<file path="config.mk">
export PLATFORM = sky130hd
export DESIGN_NAME = riscv_harness_sequencer
export DESIGN_NICKNAME = d
export VERILOG_FILES = /design/src/rtl/riscv_harness_pkg.sv /design/src/rtl/harness_inst_rom.sv /design/src/rtl/riscv_harness_sequencer.sv
export SDC_FILE = /design/constraint.sdc
export NUM_CORES = 1
export LEC_CHECK = 0
export CORE_ASPECT_RATIO = 1.4
export CORE_UTILIZATION = 30
export DETAILED_ROUTE_END_ITERATION = 10
export MAX_ROUTING_LAYER = met4
export PLACE_DENSITY = 0.61
export SLEW_MARGIN = 20
export SYNTH_ARGS = -nofsm -noshare
export SYNTH_HDL_FRONTEND = slang
export SYNTH_SLANG_ARGS = --single-unit
</file>
<file path="constraint.sdc">
create_clock -name clock -period 1.8 [get_ports clock]
set_input_delay 0.18 -clock clock [delete_from_list [all_inputs] [get_ports clock]]
set_output_delay 0.18 -clock clock [all_outputs]
set_load 0.02 [all_outputs]
</file>
<file path="src/rtl/riscv_harness_pkg.sv">
// Shared types and constants for the riscv-mini harness sequencer.
package riscv_harness_pkg;

  localparam int PC_W = 33;
  localparam logic [31:0] NOP = 32'h0000_0013;

  typedef enum logic [2:0] {
    RESET_HOLD,
    BUBBLE,
    WARMUP,
    ARMED,
    TRACK,
    DONE,
    ERROR
  } seq_state_t;

endpackage

</file>
<file path="src/rtl/harness_inst_rom.sv">
// Loadable instruction ROM: one write port, one registered read port, array never reset.
module harness_inst_rom #(
  parameter int NUM_INST = 8,
  parameter int ADDR_W   = 3
) (
  input  logic              clock,
  input  logic              we,
  input  logic [ADDR_W-1:0] waddr,
  input  logic [31:0]       wdata,
  input  logic [ADDR_W-1:0] raddr,
  output logic [31:0]       rdata
);

  logic [31:0] mem [NUM_INST];

  // Read samples the array before this edge's write lands, so a colliding read sees the old word.
  always_ff @(posedge clock) begin
    if (we) begin
      mem[waddr] <= wdata;
    end
    rdata <= mem[raddr];
  end

endmodule

</file>
<file path="src/rtl/riscv_harness_sequencer.sv">
// Drives core reset and the icache response from a loadable ROM, and tracks one
// instruction through the pc / fe_pc / ew_pc taps with per-stage hit strobes.
module riscv_harness_sequencer
  import riscv_harness_pkg::*;
#(
  parameter int NUM_INST      = 8,
  parameter int ADDR_W        = 3,
  parameter int RESET_CYCLES  = 1,
  parameter int WARMUP_CYCLES = 8,
  parameter int TIMEOUT       = 32
) (
  input  logic              clock,
  input  logic              reset,
  input  logic              start,
  input  logic              prog_we,
  input  logic [ADDR_W-1:0] prog_addr,
  input  logic [31:0]       prog_data,
  input  logic [31:0]       icache_req_addr,
  output logic              core_reset,
  output logic              icache_resp_valid,
  output logic [31:0]       icache_resp_data,
  input  logic [PC_W-1:0]   npc,
  input  logic [PC_W-1:0]   pc,
  input  logic [PC_W-1:0]   fe_pc,
  input  logic [PC_W-1:0]   ew_pc,
  output logic [PC_W-1:0]   track_pc,
  output logic              active,
  output logic [2:0]        stage_hit,
  output logic              done,
  output logic              timeout
);

  localparam int CNT_W = 16;
  localparam logic [CNT_W-1:0] RH_LAST = CNT_W'(RESET_CYCLES - 1);
  localparam logic [CNT_W-1:0] WU_LAST = CNT_W'(WARMUP_CYCLES - 1);
  localparam logic [CNT_W-1:0] TO_LAST = CNT_W'(TIMEOUT - 1);

  seq_state_t       state;
  seq_state_t       state_next;
  logic [CNT_W-1:0] cnt;
  logic             start_p1;
  logic             started;
  logic             start_rise;
  logic             pc_hit;
  logic             fe_hit;
  logic             ew_hit;
  logic             arm_to_track;
  logic [31:0]      rom_rdata;

  // Fetch index uses only the word bits inside the ROM; everything else wraps.
  logic unused_addr_bits;
  assign unused_addr_bits = &{1'b0, icache_req_addr[31:ADDR_W+2], icache_req_addr[1:0]};

  harness_inst_rom #(
    .NUM_INST (NUM_INST),
    .ADDR_W   (ADDR_W)
  ) u_rom (
    .clock (clock),
    .we    (prog_we),
    .waddr (prog_addr),
    .wdata (prog_data),
    .raddr (icache_req_addr[ADDR_W+1:2]),
    .rdata (rom_rdata)
  );

  assign start_rise   = start && !start_p1;
  assign pc_hit       = active && (pc == track_pc);
  assign fe_hit       = active && (fe_pc == track_pc);
  assign ew_hit       = active && (ew_pc == track_pc);
  assign arm_to_track = (state == ARMED) && (state_next == TRACK);

  always_comb begin
    state_next        = state;
    core_reset        = 1'b0;
    icache_resp_valid = 1'b1;
    icache_resp_data  = rom_rdata;
    case (state)
      RESET_HOLD: begin
        core_reset       = 1'b1;
        icache_resp_data = '0;
        if (cnt == RH_LAST) state_next = BUBBLE;
      end
      BUBBLE: begin
        icache_resp_valid = 1'b0;
        icache_resp_data  = '0;
        state_next        = WARMUP;
      end
      WARMUP: begin
        if (cnt == WU_LAST) state_next = ARMED;
      end
      ARMED: begin
        // A request seen earlier in the bring-up is held in started until now.
        if (started || start_rise) state_next = TRACK;
      end
      TRACK: begin
        if (ew_hit) state_next = DONE;
        else if (cnt == TO_LAST) state_next = ERROR;
      end
      default: ;
    endcase
  end

  always_ff @(posedge clock or posedge reset) begin
    if (reset) begin
      state     <= RESET_HOLD;
      cnt       <= '0;
      start_p1  <= 1'b0;
      started   <= 1'b0;
      track_pc  <= '0;
      active    <= 1'b0;
      stage_hit <= '0;
      done      <= 1'b0;
      timeout   <= 1'b0;
    end else begin
      state    <= state_next;
      start_p1 <= start;
      if ((state_next != state) || (state == DONE) || (state == ERROR)) cnt <= '0;
      else cnt <= cnt + CNT_W'(1);

      if (arm_to_track) begin
        started  <= 1'b0;
        track_pc <= npc;
        active   <= 1'b1;
      end else if (start_rise) begin
        started <= 1'b1;
      end

      // Strobes only fire in TRACK; the retiring [2] pulse lands with the move to DONE.
      if (state == TRACK) stage_hit <= {ew_hit, fe_hit, pc_hit};
      else stage_hit <= '0;

      if (state == TRACK && ew_hit) begin
        active <= 1'b0;
        done   <= 1'b1;
      end else if (state == TRACK && state_next == ERROR) begin
        active  <= 1'b0;
        timeout <= 1'b1;
      end
    end
  end

endmodule
</file>
==> results of run 1 <==
[registers in the layout, indices dropped and copies added (netlist names)]
signal       count
active           1
cnt             16
done             1
stage_hit        3
start_p1         1
started          1
state            3
timeout          1
track_pc        33
u_rom.mem      256
u_rom.rdata     32
[cell type report]
type	count	area, um2
antenna	4	10.0
clock buffer	48	1020
clock inverter	19	206
fill	4184	26700
inverter	8	30.0
multi-input combinational	406	4660
sequential	348	9840
tap	624	781
timing repair buffer	364	3720
[synth_stat cells (all sizes together) (2+ instances only)]
cell,n,area [um2]
a21oi,2,10.0
inv,8,30.0
buf,13,78.8
nor4,32,278
nand2b,6,37.5
dfrtp,60,1500
dfxtp,32,641
o21ai,4,20.0
nor2,17,71.3
edfxtp,256,7690
nor2b,32,200
ha,2,25.0
nand3,9,45.0
nor3,12,65.1
and2,3,20.0
nand2,13,48.8
xnor2,48,420
xor2,64,561
nand4,20,131
mux4,64,1440
clkbuf,18,67.6
mux2,66,743
[power by group through the flow]
stage          Clock [W]  Sequential (W)  Combinational [W]
3_5_place_dp           0         0.00994            0.00622
4_1_cts          0.00787         0.00978            0.00621
5_1_grt          0.00816         0.00982            0.00675
3_3_place_gp           0         0.00992            0.00618
6_report         0.00765         0.00976            0.00634
2_1_floorplan          0          0.0105            0.00227
[layer usage]
metal / routed length (um) / up-vias
li1: - / 3819
met5: 0 / -
met2: 20200 / 259
met1: 13900 / 4169
met3: 2150 / 54
met4: 832 / 0
[how the worst max path moves through the flow]
stage                             start                        end  depth (start not counted)
2_1_floorplan              prog_addr[2]  u_rom.mem[1][0]$_DFFE_PP_                          2
3_3_place_gp                  ew_pc[22]          cnt[13]$_DFF_PP0_                          9
3_5_place_dp                  ew_pc[15]           cnt[8]$_DFF_PP0_                          9
4_1_cts        track_pc[19]$_DFFE_PP0P_           cnt[9]$_DFF_PP0_                          8
5_1_grt         track_pc[8]$_DFFE_PP0P_           cnt[9]$_DFF_PP0_                          8
6_report               cnt[5]$_DFF_PP0_           cnt[9]$_DFF_PP0_                          6
[per-stage QoR]
stage          hold WS (ns)  setup WS [ns]  utilization [%]
2_1_floorplan         0.211         -0.370                -
3_3_place_gp          0.448         -0.603             39.4
3_5_place_dp          0.464         -0.649             39.4
4_1_cts               0.134         -0.285             42.7
5_1_grt               0.151         -0.372             43.2
6_report              0.163         -0.237             43.2
[repair_timing]
item | in CTS | in global routing
resized for setup | 207 | 71
pin swaps | 14 | 8
gates cloned | 4 | 0
setup buffers | 10 | 4
endpoints found under the hold margin | 13 | 0
hold buffers | 1 | 0
setup endpoints to repair | 91 | 83
[critical path, stage by stage (launching register included)]
cell and delay [ns]:
dfrtp_1 0.39, nor4_1 0.34, nand3_1 0.15, or3_1 0.47
a2bb2oi_4 0.34, buf_12 0.18, nor4_4 0.04
[logic make-up after synthesis]
group | after synthesis | share of synthesized area, %
adder cells (fa/ha/maj) | 2 | 0.176
buffers and inverters | 39 | 1.24
flip-flops | 348 | 69.2
XOR/XNOR | 112 | 6.90
AND/OR/NAND/NOR | 149 | 6.57
AO/OA/AOI/OAI | 12 | 0.581
multiplexers | 130 | 15.4
==> results.txt, run 1 <==
status: complete, but fails checks
clock slew at reported path FFs: 0.06 ns
post-synthesis sequential area ratio: 69.2%
clk_lat worst skew: 0.52 ns
yosys warns: 0
final worst slack: -0.237 ns
Max VDD drop: 0.944 mV
DRC viols: 0
met3 Track Usage GR: 3.20%
switch share: 28.0%
R2R depth: 6
Pre-Repair DR Iteration Count: 4
I/O pins: 276
Worst EP arrival: 2.43 ns
Logic pwr share: 26.7%
GRT met1 Usage: 16.8%
clock network power share: 32.2%
drt first-iter violations: 331
crit path launch type: register
hold worst-path end: start_p1$_DFF_PP0_
unrepaired setup endpoints after global routing: true
Via Count: 8,301
Reg power frac: 41.1%
Yosys cell types: 43
Die Ht: 260 um
Slew headroom: 56.1%
initial antenna violation count: 4
syn_nets: 997
setup TNS: -6.21 ns
fin crit share: 113%
FP Rows: 94
Setup CP Type: register to register
sw power: 0.00666 W
hpwl dp: 25,000 um
Async S/R FF share, synth: 17.2%
maxcap violations: 0
H-tree depth: 2
GPL Wtd Cong: 0.807
gr busiest metal: met2
Int Pwr: 0.0171 W
number of synthesized flops with an enable pin: 256
Post-Layout Cell Count: 1,821
Tmin final: 2.04 ns
vias in the first global route: 9,075
IO Port Bufs: 246
core area: 0.0469 mm2
worst reg2reg setup slack: -0.24 ns
Placed Instances: 1,736
largest net degree at the start of global routing: 40
first-pass GRT wire length: 54,500 um
CTS sink count: 348
Worst Path Required: 2.19 ns
Hold Vio Cnt, Final: 0
Mapped Cells: 792
CP max FO: 5
failing checks: setup timing
total CTS buffers: 37
Worst R2R Start: cnt[5]$_DFF_PP0_
Area after DPL: 0.0185 mm2
GRT met2 Usage: 29.3%
number of routed nets with antenna violations: 0
die area: 0.0483 mm2
pwr/cell area: 1170 mW/mm2
Seq cells post-synth: 348
synthesis-to-finish area growth: 42.6%
Synth Flop Type: edfxtp_1
WL final: 37,100 um
Final Max Tran Viols: 0
root buf cell: clkbuf_16
Initial Util: 30.3%
Via density: 4.56
Total GRT Usage: 15.9%
HP Class: input pin to register
clock skew: 0.0134 ns
Reg-to-Reg End: cnt[9]$_DFF_PP0_
syn_area_per_cell: 17.9 um2
Crit. End Element: register
CTS tree: built
drt wl/cell: 20.4 um
Worst Min Path Start: start
fin area: 0.0203 mm2
share of layout cells above drive strength 1: 35.0%
clk buf depth: 3
remaining global-route overflow: 0
Leakage: 7.32 nW
most common cell after layout, fill and taps aside: edfxtp_1
Mapped Area: 0.0142 mm2
Slew @ Worst Pin: 0.651 ns
Power Total: 0.0237 W
die width: 186 um
Net count, final: 1,370
commonest non-fill, non-tap cells in the layout: 256 x edfxtp_1, 175 x clkdlybuf4s50_1, 90 x buf_4, 66 x mux2_2
fmax: 491 MHz
Hold Path Depth: 1
# setup viols final: 51
Note: power is estimated with default switching activity, not from simulation.
==> run 2, diff against run 1 <==
--- a/config.mk
+++ b/config.mk
@@ -9,7 +9,7 @@
 export CORE_UTILIZATION = 30
 export DETAILED_ROUTE_END_ITERATION = 10
 export MAX_ROUTING_LAYER = met4
-export PLACE_DENSITY = 0.61
+export PLACE_DENSITY = 0.59
 export SLEW_MARGIN = 20
 export SYNTH_ARGS = -nofsm -noshare
 export SYNTH_HDL_FRONTEND = slang
==> constraint.sdc (replaced) <==
create_clock -name clock -period 2.1 [get_ports clock]
set_input_delay 0.21 -clock clock [delete_from_list [all_inputs] [get_ports clock]]
set_output_delay 0.21 -clock clock [all_outputs]
set_load 0.02 [all_outputs]
==> results.txt, run 2 (synthesis results as in run 1) <==
share of layout cells above drive strength 1: 31.3% (-3.7 points)
hpwl dp: 23,900 um (-4.5%)
Via Count: 8,291 (-0.12%)
largest net degree at the start of global routing: 65 (+63%)
clk buf depth: 3 (unchanged)
Total GRT Usage: 15.6% (-0.29 points)
remaining global-route overflow: 0 (unchanged)
Hold Vio Cnt, Final: 0 (unchanged)
Slowest-stage cell, CP: dfrtp_1
Pre-Repair DR Iteration Count: 4 (unchanged)
I/O pins: 276 (unchanged)
Via density: 4.58 (+0.49%)
# setup viols final: 0 (-100%)
Crit. End Element: output pin
max reg flops: 256 (unchanged)
largest register by flop count: u_rom.mem
Slew @ Worst Pin: 0.480 ns (-0.171 ns)
fmax: 488 MHz
CTS sink count: 348 (unchanged)
DRC viols: 0 (unchanged)
clk_lat worst skew: 0.53 ns (about the same)
die width: 186 um (unchanged)
Worst path most repeated cell: buf_6
FP Rows: 94 (unchanged)
crit path launch type: register
Hold WS: 0.174 ns (+0.0112 ns)
pre-CTS setup slack: -0.265 ns (+0.384 ns)
unrepaired setup endpoints after global routing: true
synthesis-to-finish area growth: 38.3%
vias in the first global route: 8,853 (-2.4%)
Leakage: 6.96 nW (-5.0%)
clock skew: 0.0199 ns (+0.00645 ns)
final worst slack: 0.0523 ns (+0.289 ns)
H-tree depth: 2 (unchanged)
most common cell after layout, fill and taps aside: edfxtp_1
total CTS buffers: 35 (-5.4%)
IO Port Bufs: 246 (unchanged)
CP Cell Sequence: buf_6 -> nor2_4 -> buf_6 -> buf_12 -> nor2b_1 -> buf_4
Worst Path Required: 1.89 ns (-0.30 ns)
Net count, final: 1,362 (-0.58%)
GPL Wtd Cong: 0.855 (+5.9%)
WL final: 36,700 um (-1.3%)
clock slew at reported path FFs: 0.07 ns (about the same)
fin area: 0.0197 mm2 (-3.0%)
fin crit share: 97.5%
setup TNS: 0 ns (+6.21 ns)
slowest stage delay, CP: 0.40 ns (-0.07 ns)
Initial Util: 30.3% (unchanged)
Critical path buffers and inverters: 4 (+3)
CTS tree: built
Setup CP Type: register to output pin
core area: 0.0469 mm2 (unchanged)
number of routed nets with antenna violations: 0 (unchanged)
initial antenna violation count: 4 (unchanged)
Area after DPL: 0.0184 mm2 (-0.86%)
biggest regs: u_rom.mem (256), track_pc (33), u_rom.rdata (32)
first-pass GRT wire length: 53,500 um (-1.8%)
maxcap violations: 0 (unchanged)
die area: 0.0483 mm2 (unchanged)
Final Max Tran Viols: 0 (unchanged)
drt first-iter violations: 348 (+5.1%)
Die Ht: 260 um (unchanged)
cell family with most CP delay: buffers and inverters
Max VDD drop: 0.735 mV (-22%)
Tmin final: 2.05 ns
CP max FO: 8 (+3)
status: complete, no violations
Power Total: 0.0198 W (-17%)
HP Class: input pin to register
Worst EP arrival: 1.84 ns (-0.59 ns)
Slew headroom: 67.7% (+12 points)
commonest non-fill, non-tap cells in the layout: 256 x edfxtp_1, 209 x clkdlybuf4s50_1, 91 x buf_4, 66 x mux2_2
root buf cell: clkbuf_16
drt wl/cell: 20.3 um (-0.66%)
pwr/cell area: 1010 mW/mm2 (-14%)
Fillers: 4,250 (+1.6%)
## run 2: metrics by stage
stage | cells | util (%)
floorplan | 792 | -
global placement | 1729 | 39.1
detailed placement | 1729 | 39.1
CTS | 1796 | 41.5
global route | 1810 | 41.9
finish | 1810 | 41.9
## run 2: final timing paths
kind	from	endpoint	slack (ns)	depth (start not counted)
min reg2reg	done$_DFFE_PP0P_	done$_DFFE_PP0P_	0.47	1
max in group asynchronous	reset	state[2]$_DFF_PP0_	1.13	4
min	start	start_p1$_DFF_PP0_	0.17	1
max reg2reg	track_pc[20]$_DFFE_PP0P_	cnt[3]$_DFF_PP0_	0.10	7
min in group asynchronous	reset	state[0]$_DFF_PP0_	0.48	3
max	state[1]$_DFF_PP0_	icache_resp_data[27]	0.05	6
## run 2: layer usage
layer | up-vias | routed length [um] | global-route usage [%]
met1 | 4160 | 14000 | 16.7
met3 | 59 | 2640 | 3.68
met2 | 278 | 18900 | 27.6
met5 | - | 0 | -
met4 | 0 | 1100 | 5.53
li1 | 3794 | - | -
## run 2: worst register-to-register path, stage by stage, from the launching register on
cell and delay, ns:
dfrtp_1 0.39, xnor2_1 0.21, nand2_2 0.13, nor4_4 0.34, nand4_4 0.16, a2bb2oi_4 0.21
buf_4 0.18, nor4_1 0.26
## run 2: layout make-up
cell class	instances	area (um2)	area share, %
clock inverter	20	185	0.942
timing repair buffer	359	3490	17.8
inverter	8	30.0	0.153
clock buffer	42	923	4.70
sequential	348	9830	50.0
multi-input combinational	405	4400	22.4
antenna	4	10.0	0.0509
tap	624	781	3.97
## run 2: repair_timing
action / CTS / global route
setup endpoints to repair: 50 / 41
hold endpoints to repair: 4 / 0
hold buffers: 1 / 0
buffers inserted: 2 / 9
cloned: 2 / 1
resized for setup: 123 / 45
pin swaps: 1 / 14
## run 2: report_power, final
part / internal (W) / switching [W]
clock: 0.00352 / 0.00261
sequential: 0.00797 / 0.000302
combinational: 0.00271 / 0.00265
==> run 3, diff against run 2 <==
--- a/config.mk
+++ b/config.mk
@@ -5,6 +5,7 @@
 export SDC_FILE = /design/constraint.sdc
 export NUM_CORES = 1
 export LEC_CHECK = 0
+export CAP_MARGIN = 20
 export CORE_ASPECT_RATIO = 1.4
 export CORE_UTILIZATION = 30
 export DETAILED_ROUTE_END_ITERATION = 10
==> results of run 3 <==
The final DEF is identical to that of run 2; final timing and power are the same.
